$ cat config.mk
export PLATFORM = sky130hd
export DESIGN_NAME = bus_source_decoder
export DESIGN_NICKNAME = d
export VERILOG_FILES = /design/src/rtl/bus_source_decoder.sv
export SDC_FILE = /design/constraint.sdc
export NUM_CORES = 1
export LEC_CHECK = 0
export CORE_MARGIN = 5
export CORE_UTILIZATION = 32
export CTS_BUF_LIST = sky130_fd_sc_hd__clkbuf_8
export CTS_CLUSTER_DIAMETER = 40
export DETAILED_ROUTE_END_ITERATION = 8
export SKIP_CTS_REPAIR_TIMING = 1
export SYNTH_ARGS = -nofsm -noshare
export SYNTH_HDL_FRONTEND = slang
export SYNTH_SLANG_ARGS = --single-unit
$ cat constraint.sdc
create_clock -name clock -period 3.5 [get_ports clock]
set_input_delay 0.525 -clock clock [delete_from_list [all_inputs] [get_ports clock]]
set_output_delay 0.525 -clock clock [all_outputs]
set_load 0.02 [all_outputs]
$ cat src/rtl/bus_source_decoder.sv
// bus_source_decoder: registered binary-to-one-hot decoder for the bus-source
// out-enables. It accepts source codes over a valid/ready handshake, flags
// out-of-range codes, and inserts break-before-make idle cycles between two
// different sources so that two drivers never overlap on the bus.
// `release` is a reserved word, so the release input is named release_req.
module bus_source_decoder #(
   parameter int unsigned NUM_OUT    = 32,
   parameter int unsigned SEL_W      = 5,
   parameter int unsigned GAP_CYCLES = 1
) (
   input  logic               clock,
   input  logic               clear_n,
   input  logic               req_valid,
   input  logic [SEL_W-1:0]   req_code,
   output logic               req_ready,
   input  logic               release_req,
   output logic [NUM_OUT-1:0] out_en,
   output logic [SEL_W-1:0]   cur_code,
   output logic               busy,
   output logic               err_invalid
);

   localparam int unsigned CNT_W = 4;

   typedef enum logic [1:0] {
      IDLE  = 2'd0,
      GAP   = 2'd1,
      DRIVE = 2'd2
   } state_t;

   state_t             state_q, state_d;
   logic [SEL_W-1:0]   cur_code_q, cur_code_d;
   logic [SEL_W-1:0]   pend_code_q, pend_code_d;
   logic [CNT_W-1:0]   gap_cnt_q, gap_cnt_d;
   logic               err_q, err_d;
   logic [NUM_OUT-1:0] out_en_q, out_en_d;
   logic               code_ok;
   logic               accept;

   // Range check: the requested code addresses an existing out-enable line.
   always_comb begin
      code_ok = 1'b0;
      for (int unsigned i = 0; i < NUM_OUT; i++) begin
         if (req_code == SEL_W'(i)) code_ok = 1'b1;
      end
   end

   // State register and all registered outputs; reset forces the bus undriven.
   always_ff @(posedge clock or negedge clear_n) begin
      if (!clear_n) begin
         state_q     <= IDLE;
         cur_code_q  <= '0;
         pend_code_q <= '0;
         gap_cnt_q   <= '0;
         err_q       <= 1'b0;
         out_en_q    <= '0;
      end else begin
         state_q     <= state_d;
         cur_code_q  <= cur_code_d;
         pend_code_q <= pend_code_d;
         gap_cnt_q   <= gap_cnt_d;
         err_q       <= err_d;
         out_en_q    <= out_en_d;
      end
   end

   // Next-state logic; out_en is decoded from the next state so it is glitch-free.
   // The gap counter is loaded with GAP_CYCLES-1 so GAP lasts exactly GAP_CYCLES.
   always_comb begin
      state_d     = state_q;
      cur_code_d  = cur_code_q;
      pend_code_d = pend_code_q;
      gap_cnt_d   = gap_cnt_q;
      err_d       = 1'b0;
      unique case (state_q)
         IDLE: begin
            if (accept) begin
               if (!code_ok) begin
                  err_d = 1'b1;
               end else begin
                  state_d    = DRIVE;
                  cur_code_d = req_code;
               end
            end
         end
         DRIVE: begin
            if (release_req) begin
               state_d = IDLE;
            end else if (accept) begin
               if (!code_ok) begin
                  err_d = 1'b1;
               end else if (req_code != cur_code_q) begin
                  if (GAP_CYCLES == 0) begin
                     cur_code_d = req_code;
                  end else begin
                     state_d     = GAP;
                     pend_code_d = req_code;
                     gap_cnt_d   = CNT_W'(GAP_CYCLES - 1);
                  end
               end
            end
         end
         GAP: begin
            if (gap_cnt_q == '0) begin
               state_d    = DRIVE;
               cur_code_d = pend_code_q;
            end else begin
               gap_cnt_d = gap_cnt_q - 1'b1;
            end
         end
         default: begin
            state_d = IDLE;
         end
      endcase

      out_en_d = '0;
      for (int unsigned i = 0; i < NUM_OUT; i++) begin
         out_en_d[i] = (state_d == DRIVE) && (cur_code_d == SEL_W'(i));
      end
   end

   // Outputs: handshake readiness (release wins over a concurrent request) and status.
   always_comb begin
      req_ready   = (state_q == IDLE) || ((state_q == DRIVE) && !release_req);
      accept      = req_valid && req_ready;
      busy        = (state_q != IDLE);
      out_en      = out_en_q;
      cur_code    = cur_code_q;
      err_invalid = err_q;
   end

endmodule
* Yosys cells after proc, flatten, opt, wreduce, memory -nomap -nowiden
Index checks and enable logic that the tools add are counted.
** Operators by class
- Mux-type cells :: 54
- Shift-type cells :: 0
- Multipliers :: 0
- Bitwise logic cells :: 1
- Div/mod/pow operators :: 0
- Reduce and logical (&&, ||, !) cells :: 44
- $add $sub $neg :: 1
- Equality and inequality tests :: 71
- Order comparisons :: 0
** Operator list (number)
- == test 5 bit (second input constant) :: 32
- == test 5 x 4 -> 1 bit (second input constant) :: 16
- == test 5 x 3 -> 1 bit (second input constant) :: 8
- two-way mux 1 bit :: 35
- logical AND 1 bit :: 34
- == test 5 x 2 -> 1 bit (second input constant) :: 4
- two-way mux 4 bit :: 5
- two-way mux 5 bit :: 3
- two-way mux 2 bit :: 7
- == test 5 x 1 -> 1 bit (second input constant) :: 2
- zero test 5 bit :: 2
- != test 2 bit (second input constant) :: 5
- case mux 5 bit (2 select lines) :: 1
- case mux 4 bit (2 select lines) :: 1
- case mux 2 bit (3 select lines) :: 1
- AND reduction 6 bit :: 1
- != test 5 bit :: 1
- AND reduction 5 bit :: 1
- == test 2 bit (second input constant) :: 2
- zero test 4 bit :: 1
- nonzero test 2 bit :: 2
- subtractor 4 x 1 -> 4 bit (second input constant) :: 1
- == test 2 x 1 -> 1 bit (second input constant) :: 1
- zero test 2 bit :: 1
- other kinds (4) :: 4
** Word-level totals
- Memories kept :: 0
- Memory bits (writable) :: 0
- Bits in latches :: 0
- Memory bits (read-only) :: 0
- Register bits after elaboration :: 49
- Logic and storage cells :: 177

* Depth between registers and ports, before layout
- Word-level depth :: 39
- Depth in mapped cells :: 10

* Worst setup path before layout
OpenSTA, ideal clock, no wires.
- Kind :: register to register
- From :: register gap_cnt_q[0]
- To :: register out_en_q[5], in the netlist out_en[5]
- Period minus slack after synthesis :: 2.124 ns
- Setup slack :: 1.376 ns
- Required time :: 3.413 ns
- Arrival :: 2.037 ns
- Stages on the path, launching flop included :: 10
- Cell sequence :: dfrtp_1 -> inv_1 -> ha_1 -> or3b_1 -> buf_2 -> a211o_1 -> o22ai_2 -> nand2_2 -> buf_2 -> nor3_1
** Between the ends
- Longest elaborated chain between the ends :: 5
- Elaborated cells on any way between the ends :: 8
** Ends and longest elaborated chain
- start: declaration :: RTL line 34 : logic [CNT_W-1:0] gap_cnt_q, gap_cnt_d;
- start signal: assignment :: RTL line 61 : gap_cnt_q <= gap_cnt_d;
- zero test 4 bit (*) :: RTL line 104 : if (gap_cnt_q == '0) begin
- two-way mux 5 bit / two-way mux 2 bit (equally long branches) :: RTL line 104
- case mux 5 bit (2 select lines) / case mux 2 bit (3 select lines) (equally long branches) :: RTL line 75 : unique case (state_q)
- == test 5 x 3 -> 1 bit / == test 2 bit (equally long branches) :: RTL line 118 : out_en_d[i] = (state_d == DRIVE) && (cur_code_d == SEL_W'(i));
- logical AND 1 bit (*) :: RTL line 118
- via out_en_d[5] :: RTL line 36 : logic [NUM_OUT-1:0] out_en_q, out_en_d;
- end signal: assignment :: RTL line 63 : out_en_q <= out_en_d;
- end: declaration :: RTL line 36
The timed path passes the listed nets; every way through them passes the cells marked *.
A chain may end at the register's enable or synchronous reset.

* Final worst setup path
- From :: register gap_cnt_q[0]
- To :: register out_en_q[22], in the netlist out_en[22]
** Between the ends
- Longest elaborated chain between the ends :: 5
- Elaborated cells on any way between the ends :: 8
** Ends and longest elaborated chain (RTL line)
- zero test 4 bit (*) :: 104
- two-way mux 5 bit / two-way mux 2 bit (equally long branches) :: 104
- case mux 5 bit (2 select lines) / case mux 2 bit (3 select lines) (equally long branches) :: 75
- == test 5 bit / == test 2 bit (equally long branches) :: 118
- logical AND 1 bit (*) :: 118
- via out_en_d[22] :: 36
Marks and branches as above.

==> flow_summary.json <==
{
  "end_kind": "flop",
  "portBuffers": 48,
  "grt_max_degree": 50,
  "ys_seq_area_share_pct": 58.3,
  "setup_tns_ns": 0,
  "critPathLaunchType": "flop",
  "finalCriticalPeriod_ns": 2.50,
  "first_global_vias": 1623,
  "clockBufferDepth": 2,
  "r2r_slack_ns": 1.0,
  "vias": 1556,
  "fmax_ghz": 0.399,
  "cts_made_buffers": 5,
  "antenna_found_initial": 0,
  "grt_pass1_wl_um": 8460,
  "yosysTopAreaCell": "dfrtp_1",
  "synth_top_area_share_pct": 58.3,
  "drcViolationCount": 0,
  "leakage_nw": 1.16,
  "dp_hpwl_um": 3510,
  "setup_viol": 0,
  "crit_type": "flop to flop",
  "placed_cell_area_sq_um": 2640,
  "initialDrtViolationCount": 94,
  "wl_per_cell_um": 15.5,
  "dp_cells": 305,
  "antenna_cells": 0,
  "syn_area_sq_um": 2100,
  "hold_path.class": "primary input to asynchronous set/reset pin",
  "fin_skew_ns": 0.00673,
  "fillers": 647,
  "drv_cap": 0,
  "clk_latency_ns": 0.30,
  "worst_pin_slew_ns": 1.07,
  "instances_no_fill": 313,
  "num_rows": 29,
  "period_share_pct": 71.5,
  "vdd_ir_drop_max_mv": 0.386,
  "fin_nets": 246,
  "cts_max_level": 2,
  "synth_warnings": 0,
  "syn_inst": 188,
  "rsz0062_at_grt": "no",
  "die_width_um": 91.1,
  "syn_nets": 199,
  "avgSynthCellArea_sq_um": 11.2,
  "powerDensity_nw_per_um2": 842,
  "drv_slew": 0,
  "die_y_um": 91.1,
  "drt-total-wl_um": 4860,
  "total_power_mw": 2.30,
  "tritoncts": "done",
  "hold_viol": 0,
  "coreArea_sq_um": 6390,
  "layout.cells.most_common_list": "dfrtp_1, clkdlybuf4s50_1, nor3_1",
  "final_antenna_net_count": 0,
  "dr.pass1.iters": 4,
  "yosysUniqueCellTypes": 44,
  "cp_max_fo": 12,
  "die_area_sq_um": 8290,
  "ys_seq_elements": 49,
  "grt_overflow_total": 0,
  "pre_cts_slack_ns": 0.851,
  "status": "completed",
  "drive_gt1_share_pct": 7.63,
  "finalWeightedCongestion": 0.733,
  "worst_slack_ns": 0.996,
  "synth_area_leaders": "dfrtp_1, nor3_1, mux2i_1, mux2_2, xnor2_1",
  "ios": 49,
  "fin_area_sq_um": 2730,
  "clk_pin_slew_ns": 0.09,
  "area_delta_synth_final_pct": 29.8,
  "cts_sinks": 49,
  "initial_core_util_pct": 32.9,
  "slew_headroom_pct": 28.9,
  "grt_use_total_pct": 12.6,
  "post_drt_via_cell_ratio": 4.97,
  "clockRootBuffer": "clkbuf_8",
  "required_ns": 3.71,
  "critPathArrivalTime_ns": 2.71,
  "final_common_cell": "dfrtp_1"
}
layout make-up:
cell class	count	area (sq um)	share of cell area, %
repair buffers	48	475	17.4
inverters	9	33.8	1.24
well taps	77	96.3	3.53
multi-input cells	122	808	29.6
clock inverters	3	18.8	0.688
flip-flops and latches	49	1230	45.0
clock buffers	5	68.8	2.52
cells by family after synthesis:
family | Yosys count | synth area share (%)
xor gates and xnor gates | 7 | 2.92
muxes | 9 | 4.52
AOI/OAI and AO/OA | 30 | 11.3
adders and majority gates | 2 | 1.19
DFF | 49 | 58.3
buffers and inverters | 17 | 3.21
other | 1 | 0.178
and+or+nand+nor | 73 | 18.3
state kept, by name (all words and copies together), names as in the netlist:
name / cells
cur_code: 5
err_invalid: 1
gap_cnt_q: 4
out_en: 32
pend_code_q: 5
state_q: 2
power by group:
part           internal (mW)  switching [mW]  total (mW)
clock                  0.138           0.188       0.326
combinational          0.430           0.691        1.12
sequential             0.697           0.152       0.848
total                   1.27            1.03        2.30
synth_stat cells, drive strengths merged:
cell	instances
a21o	4
mux2	4
and4b	1
xnor2	5
o32ai	2
a21boi	2
nor3	30
o2bb2ai	1
nand4	2
o21ai	4
nand3	6
xor2	2
nand2b	5
dfrtp	49
o21a	1
nor2	8
nand2	10
or2	2
or3b	1
nor4	1
nor2b	2
clkbuf	5
o221ai	1
mux2i	5
o211a	1
o311ai	1
conb	1
nand3b	2
inv	9
ha	2
a211o	2
a221oi	1
buf	3
nand4bb	1
o22ai	4
a21oi	5
a211oi	1
nor3b	2
final timing paths:
check / start / cells after the start / endpoint
worst max-delay path: gap_cnt_q[0] / 7 / out_en[22]
worst min-delay path: clear_n / 1 / pend_code_q[0]
worst max register to register: gap_cnt_q[0] / 7 / out_en[22]
worst min register to register: pend_code_q[3] / 1 / pend_code_q[3]
max in group asynchronous: clear_n / 1 / out_en[11]
min in group clock: pend_code_q[3] / 1 / pend_code_q[3]
stage by stage:
step | utilization, % | hold slack, ns
floorplan | - | 0.229
global placement | 41.3 | 0.488
detailed placement | 41.3 | 0.491
CTS | 42.7 | 0.449
global route | 42.7 | 0.526
finish | 42.7 | 0.413
critical path, stage by stage (launching register included):
cell and delay, ns:
dfrtp_1 0.42, inv_1 0.09, ha_1 0.24, or3b_1 0.56, a211o_1 0.36, o22ai_2 0.20, nand2_1 0.31, nor3_1 0.23
routing by layer:
metal	share of wire (%)	GRT usage, %	up-vias
li1	-	-	758
met3	4.1	2.73	6
met2	48	19.7	32
met1	47	17.4	760
met4	1.5	4.03	0
met5	0	0	-
Power figures use the tool's default switching activity.
